==> src/rtl/gsensor_spi_responder_if.sv <==
// 3-wire SPI pin bundle between the gsensor master and the responder.
// The data pin is resolved outside: o_sdio is only meaningful while o_sdio_oe is high.
interface gsensor_spi_responder_if;
    logic i_spi_clk;
    logic i_cs_n;
    logic i_sdio;
    logic o_sdio;
    logic o_sdio_oe;

    modport master (
        output i_spi_clk, i_cs_n, i_sdio,
        input  o_sdio, o_sdio_oe
    );

    modport slave (
        input  i_spi_clk, i_cs_n, i_sdio,
        output o_sdio, o_sdio_oe
    );
endinterface

==> src/rtl/gsensor_spi_responder.sv <==
// SPI mode-3 accelerometer stand-in: 64x8 register file reached over a 3-wire link,
// with axis samples loaded from a parallel port and held off while a transfer is open.
module gsensor_spi_responder #(
    parameter int         SYNC_STAGES = 2,
    parameter logic [7:0] DEVID_VAL   = 8'hE5
) (
    input  logic                          i_clk,
    input  logic                          i_rst,
    gsensor_spi_responder_if.slave        spi,
    input  logic                          i_smp_valid,
    input  logic [47:0]                   i_smp_data,
    // o_reg_wr_valid is a single-cycle, unthrottled notification: addr/data are
    // valid only in that cycle and there is no ready, so a listener must take it.
    output logic                          o_reg_wr_valid,
    output logic [5:0]                    o_reg_wr_addr,
    output logic [7:0]                    o_reg_wr_data,
    output logic                          o_busy,
    output logic [2:0]                    o_dbg_state
);
    typedef enum logic [2:0] {S_IDLE, S_CMD, S_WR, S_RD, S_IGNORE} state_t;

    localparam logic [5:0] SMP_BASE = 6'h32;

    state_t state, state_n;

    logic [SYNC_STAGES-1:0] sclk_sync, csn_sync, sdi_sync;
    logic sclk_s, csn_s, sdi_s, sclk_d, csn_d;
    logic sclk_rise, sclk_fall, cs_fall;

    logic [3:0] bit_cnt, bit_cnt_n;
    logic [6:0] sh_reg, sh_n;
    logic [5:0] addr, addr_n, addr_inc;
    logic       mb, mb_n;
    logic [7:0] out_sr, out_n;
    logic       oe_q, oe_n;
    logic       spi_wr;
    logic [7:0] rx_byte;

    logic [7:0]  regs [64];
    logic [47:0] pend;
    logic        pend_v, pend_apply;

    function automatic logic is_writable(input logic [5:0] a);
        return (a != 6'h00) && !(a >= 6'h32 && a <= 6'h37);
    endfunction

    // Clock and chip-select idle high, so their chains reset high to avoid false edges.
    always_ff @(posedge i_clk) begin
        if (i_rst) begin
            sclk_sync <= '1;
            csn_sync  <= '1;
            sdi_sync  <= '0;
            sclk_d    <= 1'b1;
            csn_d     <= 1'b1;
        end else begin
            sclk_sync[0] <= spi.i_spi_clk;
            csn_sync[0]  <= spi.i_cs_n;
            sdi_sync[0]  <= spi.i_sdio;
            for (int i = 1; i < SYNC_STAGES; i++) begin
                sclk_sync[i] <= sclk_sync[i-1];
                csn_sync[i]  <= csn_sync[i-1];
                sdi_sync[i]  <= sdi_sync[i-1];
            end
            sclk_d <= sclk_s;
            csn_d  <= csn_s;
        end
    end

    assign sclk_s    = sclk_sync[SYNC_STAGES-1];
    assign csn_s     = csn_sync[SYNC_STAGES-1];
    assign sdi_s     = sdi_sync[SYNC_STAGES-1];
    assign sclk_rise = sclk_s & ~sclk_d;
    assign sclk_fall = ~sclk_s & sclk_d;
    assign cs_fall   = ~csn_s & csn_d;
    assign o_busy    = ~csn_s;
    assign rx_byte   = {sh_reg, sdi_s};
    assign addr_inc  = addr + 6'd1;

    always_ff @(posedge i_clk) begin
        if (i_rst) state <= S_IDLE;
        else       state <= state_n;
    end

    always_comb begin
        state_n   = state;
        bit_cnt_n = bit_cnt;
        sh_n      = sh_reg;
        addr_n    = addr;
        mb_n      = mb;
        out_n     = out_sr;
        oe_n      = oe_q;
        spi_wr    = 1'b0;
        case (state)
            S_IDLE: begin
                bit_cnt_n = '0;
                sh_n      = '0;
                out_n     = '0;
                oe_n      = 1'b0;
                if (cs_fall) state_n = S_CMD;
            end
            S_CMD: if (sclk_rise) begin
                sh_n      = rx_byte[6:0];
                bit_cnt_n = bit_cnt + 4'd1;
                if (bit_cnt == 4'd7) begin
                    bit_cnt_n = '0;
                    mb_n      = rx_byte[6];
                    addr_n    = rx_byte[5:0];
                    state_n   = rx_byte[7] ? S_RD : S_WR;
                end
            end
            S_WR: if (sclk_rise) begin
                sh_n      = rx_byte[6:0];
                bit_cnt_n = bit_cnt + 4'd1;
                if (bit_cnt == 4'd7) begin
                    bit_cnt_n = '0;
                    spi_wr    = is_writable(addr);
                    if (mb) addr_n  = addr_inc;
                    else    state_n = S_IGNORE;
                end
            end
            // bit_cnt counts bits already driven; 0 means the first byte is not loaded yet.
            S_RD: if (sclk_fall) begin
                if (bit_cnt == 4'd0) begin
                    out_n     = regs[addr];
                    oe_n      = 1'b1;
                    bit_cnt_n = 4'd1;
                end else if (bit_cnt < 4'd8) begin
                    out_n     = {out_sr[6:0], 1'b0};
                    bit_cnt_n = bit_cnt + 4'd1;
                end else if (mb) begin
                    addr_n    = addr_inc;
                    out_n     = regs[addr_inc];
                    bit_cnt_n = 4'd1;
                end else begin
                    out_n   = '0;
                    oe_n    = 1'b0;
                    state_n = S_IGNORE;
                end
            end
            S_IGNORE: begin
                out_n = '0;
                oe_n  = 1'b0;
            end
            default: state_n = S_IDLE;
        endcase
        // Chip select released: abandon whatever was in flight, partial byte included.
        if (state != S_IDLE && csn_s) begin
            state_n = S_IDLE;
            out_n   = '0;
            oe_n    = 1'b0;
            spi_wr  = 1'b0;
        end
    end

    always_ff @(posedge i_clk) begin
        if (i_rst) begin
            bit_cnt        <= '0;
            sh_reg         <= '0;
            addr           <= '0;
            mb             <= 1'b0;
            out_sr         <= '0;
            oe_q           <= 1'b0;
            o_reg_wr_valid <= 1'b0;
            o_reg_wr_addr  <= '0;
            o_reg_wr_data  <= '0;
        end else begin
            bit_cnt        <= bit_cnt_n;
            sh_reg         <= sh_n;
            addr           <= addr_n;
            mb             <= mb_n;
            out_sr         <= out_n;
            oe_q           <= oe_n;
            o_reg_wr_valid <= spi_wr;
            if (spi_wr) begin
                o_reg_wr_addr <= addr;
                o_reg_wr_data <= rx_byte;
            end
        end
    end

    always_ff @(posedge i_clk) begin
        if (i_rst) begin
            pend   <= '0;
            pend_v <= 1'b0;
        end else if (i_smp_valid && o_busy) begin
            pend   <= i_smp_data;
            pend_v <= 1'b1;
        end else if (pend_apply) begin
            pend_v <= 1'b0;
        end
    end

    assign pend_apply = pend_v && !o_busy;

    // A fresh idle-time sample is written last so it overrides a pending one.
    always_ff @(posedge i_clk) begin
        if (i_rst) begin
            for (int i = 0; i < 64; i++) regs[i] <= 8'h00;
            regs[6'h00] <= DEVID_VAL;
            regs[6'h2C] <= 8'h0A;
        end else begin
            if (spi_wr) regs[addr] <= rx_byte;
            if (pend_apply)
                for (int i = 0; i < 6; i++) regs[SMP_BASE + 6'(i)] <= pend[8*i +: 8];
            if (i_smp_valid && !o_busy)
                for (int i = 0; i < 6; i++) regs[SMP_BASE + 6'(i)] <= i_smp_data[8*i +: 8];
        end
    end

    assign spi.o_sdio    = out_sr[7];
    assign spi.o_sdio_oe = oe_q;
    assign o_dbg_state   = state;
endmodule

==> src/flat_wrapper.sv <==
// flat-port wrapper written by rule: the top's interface ports become plain ports
module gsensor_spi_responder_flat 
#(
    parameter int         SYNC_STAGES = 2,
    parameter logic [7:0] DEVID_VAL   = 8'hE5
)
  (i_clk, i_rst, i_smp_valid, i_smp_data, o_reg_wr_valid, o_reg_wr_addr, o_reg_wr_data, o_busy, o_dbg_state, spi_i_spi_clk, spi_i_cs_n, spi_i_sdio, spi_o_sdio, spi_o_sdio_oe);
  gsensor_spi_responder_if spi_i ();
  input  logic i_clk;
  input  logic i_rst;
  input  logic i_smp_valid;
  input  logic [47:0] i_smp_data;
  output logic o_reg_wr_valid;
  output logic [5:0] o_reg_wr_addr;
  output logic [7:0] o_reg_wr_data;
  output logic o_busy;
  output logic [2:0] o_dbg_state;
  input wire logic [$bits(spi_i.i_spi_clk)-1:0] spi_i_spi_clk;
  input wire logic [$bits(spi_i.i_cs_n)-1:0] spi_i_cs_n;
  input wire logic [$bits(spi_i.i_sdio)-1:0] spi_i_sdio;
  output wire logic [$bits(spi_i.o_sdio)-1:0] spi_o_sdio;
  output wire logic [$bits(spi_i.o_sdio_oe)-1:0] spi_o_sdio_oe;
  assign spi_i.i_spi_clk = spi_i_spi_clk;
  assign spi_i.i_cs_n = spi_i_cs_n;
  assign spi_i.i_sdio = spi_i_sdio;
  assign spi_o_sdio = spi_i.o_sdio;
  assign spi_o_sdio_oe = spi_i.o_sdio_oe;
  gsensor_spi_responder #(.SYNC_STAGES(SYNC_STAGES), .DEVID_VAL(DEVID_VAL)) u_core (.i_clk(i_clk), .i_rst(i_rst), .spi(spi_i), .i_smp_valid(i_smp_valid), .i_smp_data(i_smp_data), .o_reg_wr_valid(o_reg_wr_valid), .o_reg_wr_addr(o_reg_wr_addr), .o_reg_wr_data(o_reg_wr_data), .o_busy(o_busy), .o_dbg_state(o_dbg_state));
endmodule
==> config.mk <==
export PLATFORM = sky130hd
export DESIGN_NAME = gsensor_spi_responder_flat
export DESIGN_NICKNAME = d
export VERILOG_FILES = /design/src/rtl/gsensor_spi_responder_if.sv /design/src/rtl/gsensor_spi_responder.sv /design/src/flat_wrapper.sv
export SDC_FILE = /design/constraint.sdc
export NUM_CORES = 1
export LEC_CHECK = 0
export CAP_MARGIN = 20
export CORE_ASPECT_RATIO = 0.6
export CORE_UTILIZATION = 45
export CTS_BUF_LIST = sky130_fd_sc_hd__clkbuf_4 sky130_fd_sc_hd__clkbuf_8
export DETAILED_ROUTE_END_ITERATION = 10
export PLACE_DENSITY = 0.59
export SLEW_MARGIN = 20
export SYNTH_ARGS = -nofsm -noshare
export SYNTH_HDL_FRONTEND = slang
export SYNTH_SLANG_ARGS = --single-unit
==> constraint.sdc <==
create_clock -name i_clk -period 7.5 [get_ports i_clk]
set_input_delay 1.125 -clock i_clk [delete_from_list [all_inputs] [get_ports i_clk]]
set_output_delay 1.125 -clock i_clk [all_outputs]
set_load 0.03 [all_outputs]
After elaboration in Yosys (flattened, before gate mapping)
Memory sizes are Yosys's and may differ from the RTL's. A register that Yosys moved wholly into a read port is not among the register bits.
Index checks and enable logic that the tools add are counted.

storage, ports and cells
  RAM bits = 512
  flip-flop bits (word level) = 102
  logic and storage cells = 163
  output and inout bits = 21
  memories = 1

cells by class
  bitwise gates (word level) = 21
  magnitude comparators = 3
  muxes and demuxes = 75
  add/sub/neg operators = 2
  eq/ne operators = 17
  reductions and logical operators = 27

memory list
  name         depth  width  read ports  clocked after Yosys merged registers in  wr ports  RTL line                     RTL
  u_core.regs  64     8      2           1                                        64        gsensor_spi_responder.sv:39  logic [7:0] regs [64];

operators by type and width
  operator                                                          number
  8-bit 2-to-1 mux                                                  19
  6-bit 2-to-1 mux                                                  11
  3-bit 2-to-1 mux                                                  9
  4-bit 2-to-1 mux                                                  6
  1-bit 2-to-1 mux                                                  23
  6-bit case mux with 3 select lines                                1
  8-bit case mux with 2 select lines                                1
  3-bit case mux with 5 select lines                                1
  2-bit by 1-bit != test with 1-bit output (second input constant)  7
  1-bit bitwise OR                                                  14
  7-bit case mux with 2 select lines                                1
  4-bit case mux with 3 select lines                                1
  9-bit AND reduction                                               1
  3-bit nonzero test                                                3
  4-bit AND reduction                                               2
  8-bit AND reduction                                               1
  8-bit OR reduction                                                1
  7-bit 2-to-1 mux                                                  1
  6-bit by 1-bit adder with 6-bit output (second input constant)    1
  3-bit by 2-bit == test with 1-bit output (second input constant)  2
  6-bit greater-or-equal comparator (second input constant)         1
  6-bit <= comparator (second input constant)                       1
  1-bit logical AND                                                 6
  2-bit nonzero test                                                3
  19 further kinds                                                  28

Logic depth before layout (Yosys ltp)
  word-level depth = 13
  depth in mapped cells = 16
  mapped depth without buffers = 9

Worst setup path after synthesis
Ideal clock, no wire load.

  path kind = flip-flop to flip-flop
  start point = reg u_core.addr[0]
  end point = reg u_core.out_sr[0]
  setup time = 0.115 ns
  data required time = 7.385 ns
  cell stages (with the launch flop) = 15
  slack = 3.683 ns
  buffers on the path = 7
  arrival = 3.702 ns
  clock period less this slack = 3.817 ns
  cell sequence = dfxtp_1 buf_4 buf_4 buf_2 buf_2 inv_1 ha_1 buf_2 buf_2 buf_1 mux4_2 mux4_2 o22ai_1 nor3_1 o21a_1

on the way
  longest elaborated chain between the ends = 7

RTL lines
  item                                    RTL line                      RTL
  from (decl)                             gsensor_spi_responder.sv:32   logic [5:0] addr, addr_n, addr_inc;
  from (signal assigned)                  gsensor_spi_responder.sv:169  addr <= addr_n;
  6-bit by 1-bit adder with 6-bit output  gsensor_spi_responder.sv:77   assign addr_inc = addr + 6'd1;
  memory 64 x 8 bit                       --
  8-bit 2-to-1 mux                        gsensor_spi_responder.sv:130  end else if (mb) begin
  8-bit 2-to-1 mux                        gsensor_spi_responder.sv:127  end else if (bit_cnt < 4'd8) begin
  8-bit 2-to-1 mux                        gsensor_spi_responder.sv:123  if (bit_cnt == 4'd0) begin
  8-bit 2-to-1 mux                        gsensor_spi_responder.sv:122  S_RD: if (sclk_fall) begin
  8-bit case mux with 2 select lines      gsensor_spi_responder.sv:93   case (state)
  to (signal assigned)                    gsensor_spi_responder.sv:171  out_sr <= out_n;
  to (decl)                               gsensor_spi_responder.sv:34   logic [7:0] out_sr, out_n;

No other way between the ends. The select of a mux whose other input is x is not followed.
A chain may end at the register's enable or synchronous reset.

Worst setup path after layout
  start point = reg u_core.addr[0]
  end point = reg u_core.out_sr[7]

Same word-level chain as after synthesis.

==> run_results.csv <==
group,metric,value,unit
routing,routed_via_density,6.52,
sta,setup_tns,0,ns
floorplanning,die_h,211,um
grt,grt_pass1_vias,21600,
job,maxCapViolations,0,
sta,fin_worst_skew,0.0564,ns
floorplanning,dieArea,73900,sq um
cells_and_area,nFillCells,6206,
sta,rsz0062_at_grt,"false",
logic_synthesis,syn-instance-count,2519,
sta,drv_slew,0,
sta,fin_crit_sh,62.7,%
setup_path,reg2reg_depth,9,
min_path,whs_path_depth,1,
cts,htree_levels,3,
floorplanning,io_pins,75,
setup_path,crit-reg2reg-launch,"u_core.addr[0]",
cts,cts_buffer_depth,3,
setup_path,crit_path_max_fanout,47,
sta,finalSetupViolCount,0,
setup_path,worstReg2RegEnd,"u_core.out_sr[7]",
min_path,min-delay-path-class,"flip-flop to flip-flop",
status,outcome,"completed",
logic_synthesis,ys_async_sr_fraction,0,%
placed_design,place_hpwl,80200,um
grt,grt_pass1_wl,162000,um
logic_synthesis,synth_top_family_by_area,"multiplexers",
sta,slew_headroom,21.2,%
sta,holdWs,0.413,ns
setup_path,critPathKind,"flip-flop to flip-flop",
cts,tritoncts,"done",
floorplanning,coreArea,71900,sq um
cells_and_area,nNetsFinal,2584,
setup_path,path_cells,"inv_1, ha_4, buf_4, mux4_2, nand2_1, a21oi_1, nor4_1, or4_1, a211oi_1",
cells_and_area,mostFrequentLayoutCell,"edfxtp_1",
grt,grt_use_met2,38.8,%
placed_design,pre_cts_ws,2.93,ns
pwr,p_per_area,270,nW/um^2
routing,drt_iter0_drc,3557,
cts,clk_latency,0.79,ns
logic_synthesis,yosysTopAreaCellShare,46.9,%
grt,grt_use_met3,13.0,%
cts,cts-buffers-inserted,94,
setup_path,critPathLaunch,"u_core.addr[0]",
grt,grt_usage,31.4,%
setup_path,worstPathArrival,5.36,ns
setup_path,cp-start-kind,"flip-flop",
cts,cts_root_buffer,"clkbuf_8",
logic_synthesis,synth_cell_types,66,
routing,drt_first_pass_iters,5,
cells_and_area,areaGrowthSynthToFinish,10.5,%
sta,fmax,213,MHz
routing,num_vias,23300,
cells_and_area,reg_top3,"u_core.regs x512, u_core.pend x48",
routing,drc,0,
setup_path,reg2reg_slack,2.79,ns
grt,gr-total-overflow,0,
grt,use_met1,49.8,%
logic_synthesis,synth_area_leader_cell,"edfxtp_1",
logic_synthesis,synth_simple_gate_area_share,17.3,%
logic_synthesis,synth_compound_area_share,4.99,%
cells_and_area,regMostFlops,"u_core.regs",
cells_and_area,final_cell_mix,"edfxtp_1 (512), and2_1 (401), nand2_1 (295)",
placed_design,gp_congestion,1.01,
logic_synthesis,ys_seq_area_share,53.5,%
routing,wl_per_cell,32.0,um
sta,period_needed,4.71,ns
pwr,ir_drop,186,uV
min_path,hold_path_end,"u_core.csn_sync[1]",
routing,ant_nets,0,
sta,hold_viol_final,0,
sta,setup_ws,2.79,ns
logic_synthesis,ys_ff_latch,620,
logic_synthesis,synth_fa_ha_area_share,0.267,%
logic_synthesis,synth_area_leaders,"edfxtp_1 (47%), mux4_2 (19%), and2_1 (7.7%), dfxtp_1 (6.6%), nand2_1 (3.4%)",
logic_synthesis,netlist_area,32800,sq um
logic_synthesis,yosysWarningCount,0,
cells_and_area,drive_gt1_share,22.8,%
pwr,power,0.00979,W
floorplanning,initial_utilization,45.6,%
grt,antenna_found_initial,6,
logic_synthesis,syn_area_per_cell,13.0,sq um
cts,clkSlewWorstSetupHoldPaths,0.08,ns
min_path,min_from,"u_core.csn_sync[0]",
floorplanning,chipWidth,350,um
logic_synthesis,synth_mux_area_share,20.6,%
pwr,power.leakage,12.0,nW
setup_path,slowest_delay,0.91,ns
logic_synthesis,synthFlopType,"edfxtp_1",
sta,worstMarginPinSlew,1.18,ns
setup_path,path_buf_inv,2,
logic_synthesis,syn-num-nets,2580,
setup_path,cp_slowest_cell,"dfxtp_4",
floorplanning,rows,76,
cts,clkSinkCount,620,
placed_design,io_buffers,74,
grt,grt_max_degree,81,
logic_synthesis,synth_edf_count,512,
setup_path,cp_data_required_time,8.15,ns
cells_and_area,largest_reg_flops,512,
grt,top_usage_layer,"met1",
cts,post-cts-setup-buffer-count,0,
cts,cts.hold.buffers_added,0,
setup_path,crit_family,"simple AND/OR/NAND/NOR gates",
logic_synthesis,synth_xor_area_share,0.317,%
cts,cts_resized,0,
setup_path,critPathCaptureType,"flip-flop",
routing,routed_wl,115000,um
per-stage QoR:
stage	util [%]	std cells	area (sq um)
finish	50.4	3579	36200
global route	50.4	3577	36200
CTS	50.3	3576	36200
detailed placement	47.7	3401	34300
global placement	47.7	3401	34300
floorplan	-	2519	32800
cell families (layout without fill, tap and decap cells):
logic type,after synthesis,in the layout
AND/OR/NAND/NOR,1078,1078
AO/OA/AOI/OAI,253,253
multiplexers,320,320
other,0,2
flip-flops,620,620
adder cells (fa/ha/maj),7,7
XOR/XNOR,11,11
buffers and inverters,230,313
worst register-to-register path, stage by stage (launching register included):
cell,delay (ns)
dfxtp_4,0.91
inv_1,0.32
ha_4,0.75
buf_4,0.63
mux4_2,0.65
nand2_1,0.10
a21oi_1,0.08
nor4_1,0.80
or4_1,0.23
a211oi_1,0.07
how the worst max path moves through the flow:
stage / cells after the start / endpoint / slack (ns)
after detailed placement: 9 / u_core.out_sr[7] / 2.93
final: 9 / u_core.out_sr[7] / 2.79
after CTS: 9 / u_core.out_sr[7] / 2.91
after floorplan: 14 / u_core.out_sr[0] / 3.68
after global routing: 9 / u_core.out_sr[7] / 2.70
after global placement: 9 / u_core.out_sr[7] / 2.99
layout make-up:
cell class / count / area (sq um) / share of cell area (%)
diodes: 2 / 5.00 / 0.0138
repair buffers: 121 / 1130 / 3.12
clock inverters: 42 / 269 / 0.743
inverters: 17 / 65.1 / 0.180
well taps: 975 / 1220 / 3.37
clock buffers: 133 / 1620 / 4.48
multi-input cells: 1669 / 14300 / 39.6
flip-flops and latches: 620 / 17600 / 48.5
per-layer routing:
metal	part of all wire (%)	up-vias
li1	-	9467
met1	44	12100
met2	38	1649
met3	16	146
met4	1.7	6
met5	0.031	-
cell usage after synthesis (5+ instances only):
cell type / instances
nor2b_1: 23
o21ai_0: 23
or2_2: 65
nor4_1: 5
nand2b_1: 8
nor2_2: 6
nor2_1: 102
a32oi_1: 7
a211oi_1: 15
xnor2_1: 6
a22oi_1: 43
clkbuf_1: 140
nand2_1: 297
nand4_1: 18
buf_1: 11
mux4_2: 283
buf_2: 52
edfxtp_1: 512
o22ai_1: 10
nand3b_1: 8
and2_1: 401
mux2i_1: 35
nand3_1: 36
ha_1: 7
inv_1: 14
buf_4: 8
nor3_1: 77
dfxtp_1: 108
a22o_1: 17
a21oi_1: 99
or3_1: 11
power breakdown:
group	leakage, nW	switching [W]	total [W]	internal (W)
Combinational	4.85	0.00168	0.00280	0.00112
Clock	1.00	0.00143	0.00291	0.00147
Sequential	6.17	0.000214	0.00408	0.00386
Total	12.0	0.00333	0.00979	0.00646
No activity file was read; power rests on OpenSTA's default activity.
